**config.mk**
```make
export PLATFORM = sky130hd
export DESIGN_NAME = trap_entry_seq
export DESIGN_NICKNAME = d
export VERILOG_FILES = /design/src/rtl/trap_entry_seq_pkg.sv /design/src/rtl/trap_entry_seq_trapvec.sv /design/src/rtl/trap_entry_seq.sv
export SDC_FILE = /design/constraint.sdc
export NUM_CORES = 1
export LEC_CHECK = 0
export BUFFER_PORTS_ARGS = -buffer_cell sky130_fd_sc_hd__buf_4
export CAP_MARGIN = 20
export CORE_AREA = 2 2 193 195
export CTS_BUF_LIST = sky130_fd_sc_hd__clkbuf_2 sky130_fd_sc_hd__clkbuf_4 sky130_fd_sc_hd__clkbuf_8
export CTS_CLUSTER_SIZE = 8
export DETAILED_ROUTE_END_ITERATION = 16
export DIE_AREA = 0 0 195 197
export SYNTH_ARGS = -nofsm -noshare
export SYNTH_HDL_FRONTEND = slang
export SYNTH_SLANG_ARGS = --single-unit
```
**constraint.sdc**
```tcl
create_clock -name clk -period 7.1 [get_ports clk]
set_input_delay 1.42 -clock clk [delete_from_list [all_inputs] [get_ports clk]]
set_output_delay 1.42 -clock clk [all_outputs]
set_load 0.02 [all_outputs]
```
**src/rtl/trap_entry_seq_pkg.sv**
```systemverilog
// rtl/trap_entry_seq_pkg.sv - shared state type and CSR addresses for the trap-entry sequencer
package trap_entry_seq_pkg;

  typedef enum logic [2:0] {
    TS_IDLE,
    TS_DRAIN,
    TS_WEPC,
    TS_WCAUSE,
    TS_WTVAL,
    TS_WSTAT,
    TS_REDIR
  } trapseq_state_t;

  localparam logic [11:0] MEPC_ADR   = 12'h341;
  localparam logic [11:0] MCAUSE_ADR = 12'h342;
  localparam logic [11:0] MTVAL_ADR  = 12'h343;
  localparam logic [11:0] SEPC_ADR   = 12'h141;
  localparam logic [11:0] SCAUSE_ADR = 12'h142;
  localparam logic [11:0] STVAL_ADR  = 12'h143;

  function automatic logic [11:0] priv_adr(input logic to_s, input logic [11:0] s_adr,
                                           input logic [11:0] m_adr);
    return to_s ? s_adr : m_adr;
  endfunction

endpackage

```
**src/rtl/trap_entry_seq_trapvec.sv**
```systemverilog
// rtl/trap_entry_seq_trapvec.sv - trap vector select and vectored-interrupt target computation
module trap_entry_seq_trapvec #(
  parameter int XLEN = 64
) (
  input  logic            to_s,
  input  logic            interrupt,
  input  logic [3:0]      cause,
  input  logic [XLEN-1:0] mtvec,
  input  logic [XLEN-1:0] stvec,
  output logic [XLEN-1:0] target
);

  logic [XLEN-1:0] tvec;
  logic [XLEN-1:0] base;

  always_comb begin
    tvec   = to_s ? stvec : mtvec;
    base   = {tvec[XLEN-1:2], 2'b00};
    target = base;
    // Vectored mode only offsets interrupts; the sum is allowed to wrap.
    if (interrupt && (tvec[1:0] == 2'b01)) begin
      target = base + {{(XLEN-6){1'b0}}, cause, 2'b00};
    end
  end

endmodule

```
**src/rtl/trap_entry_seq.sv**
```systemverilog
// rtl/trap_entry_seq.sv - trap-entry sequencer: drain, xEPC/xCAUSE/xTVAL writes, status update, redirect
module trap_entry_seq
  import trap_entry_seq_pkg::*;
#(
  parameter int XLEN        = 64,
  parameter bit S_SUPPORTED = 1'b1
) (
  input  logic            clk,
  input  logic            reset_n,
  input  logic            TrapM,
  input  logic            InterruptM,
  input  logic            DelegateM,
  input  logic [3:0]      CauseM,
  input  logic [XLEN-1:0] PCM,
  input  logic [XLEN-1:0] TvalM,
  input  logic            CommittedM,
  input  logic [XLEN-1:0] MTVEC,
  input  logic [XLEN-1:0] STVEC,
  input  logic            InstrCSRWrEn,
  input  logic [11:0]     InstrCSRAdr,
  input  logic [XLEN-1:0] InstrCSRData,
  output logic            InstrCSRStall,
  output logic            CSRWrEn,
  output logic [11:0]     CSRWrAdr,
  output logic [XLEN-1:0] CSRWrData,
  output logic            StatusTrapUpd,
  output logic            StatusToS,
  output logic            RedirValid,
  input  logic            RedirReady,
  output logic [XLEN-1:0] RedirPC,
  output logic            TrapBusy
);

  trapseq_state_t  state_q, state_d;
  logic            intr_q, intr_d;
  logic            tos_q, tos_d;
  logic [3:0]      cause_q, cause_d;
  logic [XLEN-1:0] pc_q, pc_d;
  logic [XLEN-1:0] tval_q, tval_d;
  logic [XLEN-1:0] redir_pc_q, redir_pc_d;
  logic [XLEN-1:0] vec_target;

  trap_entry_seq_trapvec #(.XLEN(XLEN)) u_trapvec (
    .to_s      (tos_q),
    .interrupt (intr_q),
    .cause     (cause_q),
    .mtvec     (MTVEC),
    .stvec     (STVEC),
    .target    (vec_target)
  );

  always_ff @(posedge clk or negedge reset_n) begin
    if (!reset_n) begin
      state_q    <= TS_IDLE;
      intr_q     <= 1'b0;
      tos_q      <= 1'b0;
      cause_q    <= '0;
      pc_q       <= '0;
      tval_q     <= '0;
      redir_pc_q <= '0;
    end else begin
      state_q    <= state_d;
      intr_q     <= intr_d;
      tos_q      <= tos_d;
      cause_q    <= cause_d;
      pc_q       <= pc_d;
      tval_q     <= tval_d;
      redir_pc_q <= redir_pc_d;
    end
  end

  assign TrapBusy = (state_q != TS_IDLE);

  always_comb begin
    state_d       = state_q;
    intr_d        = intr_q;
    tos_d         = tos_q;
    cause_d       = cause_q;
    pc_d          = pc_q;
    tval_d        = tval_q;
    redir_pc_d    = redir_pc_q;
    InstrCSRStall = 1'b0;
    CSRWrEn       = 1'b0;
    CSRWrAdr      = '0;
    CSRWrData     = '0;
    StatusTrapUpd = 1'b0;
    StatusToS     = 1'b0;
    RedirValid    = 1'b0;
    RedirPC       = '0;

    unique case (state_q)
      TS_IDLE: begin
        // Outputs stay quiet while reset is held, even on the pass-through path.
        if (reset_n) begin
          if (TrapM) begin
            intr_d        = InterruptM;
            tos_d         = DelegateM & S_SUPPORTED;
            cause_d       = CauseM;
            pc_d          = PCM;
            tval_d        = TvalM;
            state_d       = CommittedM ? TS_DRAIN : TS_WEPC;
            InstrCSRStall = 1'b1;
          end else begin
            CSRWrEn   = InstrCSRWrEn;
            CSRWrAdr  = InstrCSRAdr;
            CSRWrData = InstrCSRData;
          end
        end
      end
      TS_DRAIN: begin
        InstrCSRStall = InstrCSRWrEn;
        if (!CommittedM) state_d = TS_WEPC;
      end
      TS_WEPC: begin
        InstrCSRStall = InstrCSRWrEn;
        CSRWrEn       = 1'b1;
        CSRWrAdr      = priv_adr(tos_q, SEPC_ADR, MEPC_ADR);
        CSRWrData     = {pc_q[XLEN-1:1], 1'b0};
        state_d       = TS_WCAUSE;
      end
      TS_WCAUSE: begin
        InstrCSRStall = InstrCSRWrEn;
        CSRWrEn       = 1'b1;
        CSRWrAdr      = priv_adr(tos_q, SCAUSE_ADR, MCAUSE_ADR);
        CSRWrData     = {intr_q, {(XLEN-5){1'b0}}, cause_q};
        state_d       = TS_WTVAL;
      end
      TS_WTVAL: begin
        InstrCSRStall = InstrCSRWrEn;
        CSRWrEn       = 1'b1;
        CSRWrAdr      = priv_adr(tos_q, STVAL_ADR, MTVAL_ADR);
        CSRWrData     = intr_q ? '0 : tval_q;
        state_d       = TS_WSTAT;
      end
      TS_WSTAT: begin
        InstrCSRStall = InstrCSRWrEn;
        StatusTrapUpd = 1'b1;
        StatusToS     = tos_q;
        // Capture the target here so RedirPC cannot move while fetch is stalling.
        redir_pc_d    = vec_target;
        state_d       = TS_REDIR;
      end
      TS_REDIR: begin
        InstrCSRStall = InstrCSRWrEn;
        RedirValid    = 1'b1;
        RedirPC       = redir_pc_q;
        if (RedirReady) state_d = TS_IDLE;
      end
      default: state_d = TS_IDLE;
    endcase
  end

endmodule

```
[After elaboration in Yosys (flattened, before gate mapping)]
Cells that the tools add are included.
Cells by class
  add/subtract/negate cells: 1
  equality and inequality tests: 11
  multiplexer cells: 28
  reductions and logical operators: 7
Operators by type and width (number)
  2-to-1 mux 64 bit: 6
  one-hot mux 64 bit (4 select lines): 1
  adder 64 x 6 -> 64 bit: 1
  one-hot mux 12 bit (4 select lines): 1
  2-to-1 mux 10 bit: 3
  2-to-1 mux 12 bit: 2
  one-hot mux 3 bit (7 select lines): 1
  2-to-1 mux 3 bit: 4
  == test 3 bit, second input constant: 3
  inequality test 2 bit, second input constant: 4
  2-to-1 mux 1 bit: 7
  == test 3 x 2 -> 1 bit, second input constant: 2
  OR reduction 6 bit: 1
  one-hot mux 1 bit (2 select lines): 2
  AND reduction 4 bit: 1
  == test 3 x 1 -> 1 bit, second input constant: 1
  zero test 3 bit: 1
  AND reduction 3 bit: 1
  nonzero test 3 bit: 1
  OR reduction 3 bit: 1
  == test 2 x 1 -> 1 bit, second input constant: 1
  2-to-1 mux 2 bit: 1
  logical AND 1 bit: 1
Word-level totals
  register bits after elaboration: 201
  output and inout bits: 146

[Logic depth before layout (Yosys ltp)]
Gate-level depths: netlist of run 1.
  word-level depth: 4
  depth in mapped cells: 16
  mapped depth without buffers: 9

[Hierarchy]
From an unflattened synthesis of run 1, not the netlist that was laid out.
Unflattened totals
  cells, all modules: 1081
  area, all modules: 12132.9 µm²
By module, submodules not included
  trap_entry_seq: instances 1, cells an instance 694, area an instance 9320.2 µm²
  trap_entry_seq_trapvec: instances 1, cells an instance 387, area an instance 2812.7 µm²

[Worst setup path before layout of run 1]
Ideal clock, no wire load.
  kind: input to output
  start point: input port TrapM
  end point: output port CSRWrData[14]
  arrival: 2.657 ns
  slack: 3.023 ns
  stages on the path: 5
  buffers on the path: 2
  path through: nor3b_1 clkbuf_1 buf_1 a222oi_1 inv_1
Between the ends
  cells in the longest elaborated chain, start to end: 3
RTL lines
  start: declaration: line trap_entry_seq.sv:10  | input logic TrapM,
  2-to-1 mux 64 bit: line trap_entry_seq.sv:95  | if (TrapM) begin
  2-to-1 mux 64 bit: line trap_entry_seq.sv:94  | if (reset_n) begin
  one-hot mux 64 bit (4 select lines): line trap_entry_seq.sv:91  | unique case (state_q)
  end: declaration: line trap_entry_seq.sv:25  | output logic [XLEN-1:0] CSRWrData,
No other way between the ends.

[Worst setup path after layout of run 1]
  start point: register state_q[0]
  end point: output port CSRWrData[38]
Between the ends
  cells in the longest elaborated chain, start to end: 2
RTL lines
  start: declaration: line trap_entry_seq.sv:34  | trapseq_state_t state_q, state_d;
  start signal: assignment: line trap_entry_seq.sv:62  | state_q <= state_d;
  == test 3 bit, or another cell as far along: line trap_entry_seq.sv:91
  one-hot mux 64 bit (4 select lines) (*): line trap_entry_seq.sv:91
Every way passes the cells marked *; elsewhere a longest branch is shown, timed or not.

==> results of run 1 <==
registers in the layout, indices dropped and copies added (netlist names):
signal,count
pc_q,63
tos_q,1
cause_q,4
state_q,3
redir_pc_q,62
tval_q,64
intr_q,1
cells by family after synthesis:
group	count (synthesis)	share of synthesized area (%)
muxes	195	18.0
DFF	198	41.8
other	1	0.0316
adders and majority gates	5	0.591
and+or+nand+nor	390	17.7
buffers and inverters	153	5.46
AOI/OAI and AO/OA	208	13.7
xor gates and xnor gates	36	2.66
per-layer routing:
layer	track usage (%)	part of all wire, %
met4	6.93	1.4
met5	0	0.030
met2	37.5	49
met3	6.91	9.7
met1	26.8	39
tightest hold or removal path, delay by kind of cell (launching register included):
kind | cells | cell delay (ns)
AO/OA/AOI/OAI | 1 | 0.06
flip-flops | 1 | 0.35
AND/OR/NAND/NOR | 1 | 0.04
power by group:
group,switching (mW),total [mW],internal [mW]
Combinational,1.50,2.86,1.36
Sequential,0.415,2.11,1.69
Clock,0.508,0.781,0.273
final timing paths:
path                                 from             end  slack (ns)  cells after the start
setup / recovery               state_q[0]   CSRWrData[38]        2.17                      6
hold / removal             redir_pc_q[12]  redir_pc_q[12]        0.48                      2
setup reg to reg                    tos_q  redir_pc_q[63]        3.05                      7
hold reg to reg            redir_pc_q[12]  redir_pc_q[12]        0.48                      2
max in group asynchronous         reset_n           tos_q        4.44                      3
min in group asynchronous         reset_n  redir_pc_q[40]        0.69                      1
layout make-up:
type / instances / area [µm²]
fill: 3603 / 20000
multi-input combinational: 836 / 6310
sequential: 198 / 4960
timing repair buffer: 500 / 3770
tap: 468 / 586
inverter: 69 / 259
clock buffer: 17 / 234
clock inverter: 15 / 174
antenna: 3 / 7.51
cell usage in the layout (no fill, tap or decap), types with 5 or more instances in the layout:
master / instances
and2_1: 71
mux2_2: 151
xor2_1: 12
a21oi_1: 21
a22oi_1: 7
a222oi_1: 59
inv_1: 69
clkbuf_8: 17
o211ai_1: 10
nand4_1: 31
mux2i_1: 44
nor3_1: 16
nand2_1: 117
nor2b_1: 7
nor4_1: 9
nor2_1: 31
dfrtp_1: 197
o21ai_0: 40
or3_1: 5
nand4b_1: 7
xnor2_1: 24
buf_4: 498
nand3b_1: 11
a211o_1: 14
and3_1: 7
nand3_1: 46
a31oi_1: 8
==> results.md, run 1 <==
* Status: finished, final reports clean
* Final Critical Period at 4.93 ns
* Skew final at 0.0165 ns
* CP Capture Type: primary output
* Area after DPL at 0.0159 mm²
* Synth Cell Area at 0.0119 mm²
* Crit-path max FO at 77
* Vias in the first global route at 11300
* Root Driver: clkbuf_8
* Most frequent cells after synthesis: 198 x dfrtp_1, 151 x mux2_2, 118 x nand2_1
* Area Overhead vs Synth at 37.4%
* Main flop type after synthesis: dfrtp_1
* Global-route wire length before repair at 65500 µm
* Inst Count DP at 2071
* Unrepaired setup endpoints after global routing: no
* Proportion of layout cells with a drive suffix above 1 at 43.2%
* WS Path Type: flip-flop to primary output
* Post-CTS sizing at 0
* Async set or reset register ratio after synthesis at 100%
* Die height at 197 µm
* Starting DRT DRC Count at 764
* Worst-path clk slew at 0.11 ns
* Detailed placement HPWL at 32000 µm
* Final Util at 45.0%
* Post-CTS setup buffers at 0
* Slowest stage delay, CP at 0.79 ns
* Largest net degree at the start of global routing at 126
* Row count at 70
* Crit path arrival time at 3.51 ns
* Placer Congestion at 0.858
* Share of Yosys cell area claimed by the top area cell type at 41.8%
* Wire per inst at 20.6 µm
* Worst Tran Pin Value at 1.02 ns
* ANT nets after route at 0
* Leakage at 7.85 nW
* Worst min path class: flip-flop to flip-flop
* Sum Neg Setup Slack at 0 ns
* Initial core utilization at 32.7%
* Most common cell in the netlist: dfrtp_1
* EDFF count, synth at 0
* Worst skew pair latency at 0.53 ns
* Seq cells post-synth at 198
* Ys Warns at 0
* Post-CTS Hold Buffers at 0
* Final period util at 69.4%
* Overall power at 5.75 mW
* Clock tree from TritonCTS: done
* Delay-heaviest family, CP: buffers and inverters
* Inserted Clock Buffers at 17
* Max cap viols at 0
* Final cell count without fillers at 2106
* Final wirelength at 43500 µm
* Critical path's slowest cell: buf_4
* # port buffers at 486
* DR vias/cell at 5.32
* Most frequent CP cell: buf_4
* GRT Resource Usage Total at 22.1%
* Ranking of synthesized cells by area: dfrtp_1 42%, mux2_2 14%, a222oi_1 5.0%, and2_1 3.7%, nand2_1 3.7%
* Required time worst endpoint at 5.68 ns
* H-tree depth at 4
* # setup viols final at 0
* Mapped Cells at 1186
* IO Pins at 490
* Pre-CTS WS at 2.41 ns
* Worst setup SP type: flip-flop
* Placeable Area at 0.0363 mm²
* PwrDens at 353 mW/mm²
* Remaining DRCs at 0
* Die area at 0.0384 mm²
* Sequential element share of the synthesized area at 41.8%
* Aggregate global routing overflow at 0
* Max clock buf depth at 2
* Fmax at 203 MHz
* Cells along the critical path: or3_1 > nor3b_2 > buf_4 > a222oi_1 > inv_1 > buf_4
* Maximum VDD drop at 0.000186 V
* Drt pass-1 iters at 8
* Hold slack final at 0.484 ns
* PnR worst setup slack at 2.17 ns
* Clock sink total at 198
* Routed vias at 11200
* Nets@finish at 1971
* Slew Viols, Final at 0
* Initial antenna violation count at 4
* Final Instance Area at 0.0163 mm²
* Mapped Avg Cell Area at 10.0 µm²
* Slew headroom at 31.9%
* Crit path buffers/inverters at 3
* Die W at 195 µm
* Final hold viol count at 0
* Leading area contributor after synthesis: dfrtp_1
* Distinct cells, synth at 74
(Power assumes the default switching activity.)
==> run 2, diff against run 1 <==
Settings changed: CORE_AREA 2 2 193 195 to 2 2 190 192, DIE_AREA 0 0 195 197 to 0 0 192 194.
Clock period 7.1 ns to 4.5 ns, I/O delays scaled along.
==> run 2 against run 1 <==
Net effect:
- register-to-register slack lost 2.1 ns
- non-clock buffer count grew 7
- largest cell class unchanged
- die area decreased by 3.0%
==> results.md, run 2 (same netlist as run 1, synthesis figures left out) <==
* Max cap viols at 0
* Largest registers: tval_q: 64 flops, pc_q: 63 flops, redir_pc_q: 62 flops
* Inst Count DP at 2071
* Crit-path max FO at 73
* Slew headroom at 31.0%
* Post-CTS Hold Buffers at 0
* Die W at 192 µm
* Worst Tran Pin Value at 1.04 ns
* Max reg flops at 64
* Inserted Clock Buffers at 17
* Post-CTS sizing at 0
* Die height at 194 µm
* Aggregate global routing overflow at 0
* # setup viols final at 0
* PnR worst setup slack at 0.772 ns
* Fillers at 3415
* Worst skew pair latency at 0.51 ns
* Final wirelength at 43600 µm
* Pre-CTS WS at 0.764 ns
* WS Path Type: flip-flop to primary output
* Clock tree from TritonCTS: done
* Largest Register: tval_q
* Clock sink total at 198
* Footprint of the multi-input gates at 0.00631 mm²
* Slew Viols, Final at 0
* Wire per inst at 20.7 µm
* Placeable Area at 0.0352 mm²
* CP Capture Type: primary output
* Final period util at 82.8%
* Required time worst endpoint at 3.60 ns
* Largest net degree at the start of global routing at 114
* Maximum VDD drop at 0.000826 V
* ANT nets after route at 0
* Area Overhead vs Synth at 38.4%
* Commonest non-fill, non-tap cells in the layout: 502 x buf_4, 197 x dfrtp_1, 151 x mux2_2
* Final Critical Period at 3.73 ns
* Vias in the first global route at 11100
* Detailed placement HPWL at 32700 µm
* IO Pins at 490
* Row count at 69
* Fmax at 268 MHz
* Unrepaired setup endpoints after global routing: no
* Starting DRT DRC Count at 812
* Root Driver: clkbuf_8
* Placer Congestion at 0.850
* Proportion of layout cells with a drive suffix above 1 at 43.5%
* Skew final at 0.0180 ns
* Drt pass-1 iters at 9
* Most common cell after layout, fill and taps aside: buf_4
* Initial core utilization at 33.7%
* Worst setup SP type: flip-flop
* DR vias/cell at 5.30
* Die area at 0.0372 mm²
* Post-CTS setup buffers at 0
* Initial antenna violation count at 4
* Worst min path class: input pin to asynchronous set/reset pin
* GRT Resource Usage Total at 22.7%
* Storage cell area at 0.00496 mm²
* Worst-path clk slew at 0.12 ns
* Crit path arrival time at 2.83 ns
* Status: finished, final reports clean
* Final cell count without fillers at 2106
* PwrDens at 562 mW/mm²
* Remaining DRCs at 0
* Nets@finish at 1978
* Max clock buf depth at 2
* H-tree depth at 4
* Global-route wire length before repair at 64800 µm
* Leakage at 7.91 nW
* # port buffers at 486
* Final hold viol count at 0
* Sum Neg Setup Slack at 0 ns
* Routed vias at 11200
## run 2: cell count changes in the layout (fill, tap and decap cells not counted), sizes merged
cell,delta
clkinv,+5
inv,-6
clkinvlp,-1
bufinv,+2
buf,+7
## run 2: metrics by stage
| stage | instance area, µm² | total power [mW] | util [%] | hold slack, ns |
|---|---|---|---|---|
| global route | 16400 | 9.85 | 46.6 | 0.259 |
| floorplan | 11900 | 6.17 | - | 0.441 |
| finish | 16400 | 9.23 | 46.6 | 0.264 |
| global placement | 16000 | 7.89 | 45.3 | 0.453 |
| CTS | 16400 | 9.32 | 46.6 | 0.235 |
| detailed placement | 16000 | 7.99 | 45.3 | 0.462 |
## run 2: critical path: stages (launching register included)
cell	delay [ns]
dfrtp_1	0.58
or3_1	0.53
nor3b_2	0.34
buf_12	0.35
a222oi_1	0.22
inv_1	0.10
buf_4	0.14
## run 2: worst paths after layout
check,start,to,slack (ns),cells past startpoint
max in group asynchronous,reset_n,tval_q[1],2.50,3
worst max register to register,tos_q,redir_pc_q[58],0.99,10
worst max-delay path,state_q[1],CSRWrData[20],0.77,6
worst min-delay path,reset_n,redir_pc_q[58],0.26,1
min in group clk,redir_pc_q[15],redir_pc_q[15],0.48,2
worst min register to register,redir_pc_q[15],redir_pc_q[15],0.48,2
## run 2: where the power goes
part / switching [mW] / internal [mW]
clock: 0.772 / 0.528
combinational: 2.48 / 2.20
sequential: 0.581 / 2.67
total: 3.83 / 5.40
## run 2: area by class of cell
class	count	area share (%)
diodes	3	0.0457
clock buffers	17	1.42
clock inverters	15	1.30
inverters	69	1.58
multi-input cells	836	38.4
flip-flops and latches	198	30.2
well taps	461	3.51
repair buffers	507	23.5
## run 2: layer usage
metal / part of all wire (%) / GRT usage [%] / vias up / wire length [µm]
met1: 39 / 27.7 / 5410 / 17200
met5: 0.030 / 0 / - / 13
met4: 1.2 / 5.77 / 2 / 534
li1: - / - / 5252 / -
met3: 10 / 7.40 / 28 / 4460
met2: 49 / 38.5 / 465 / 21400
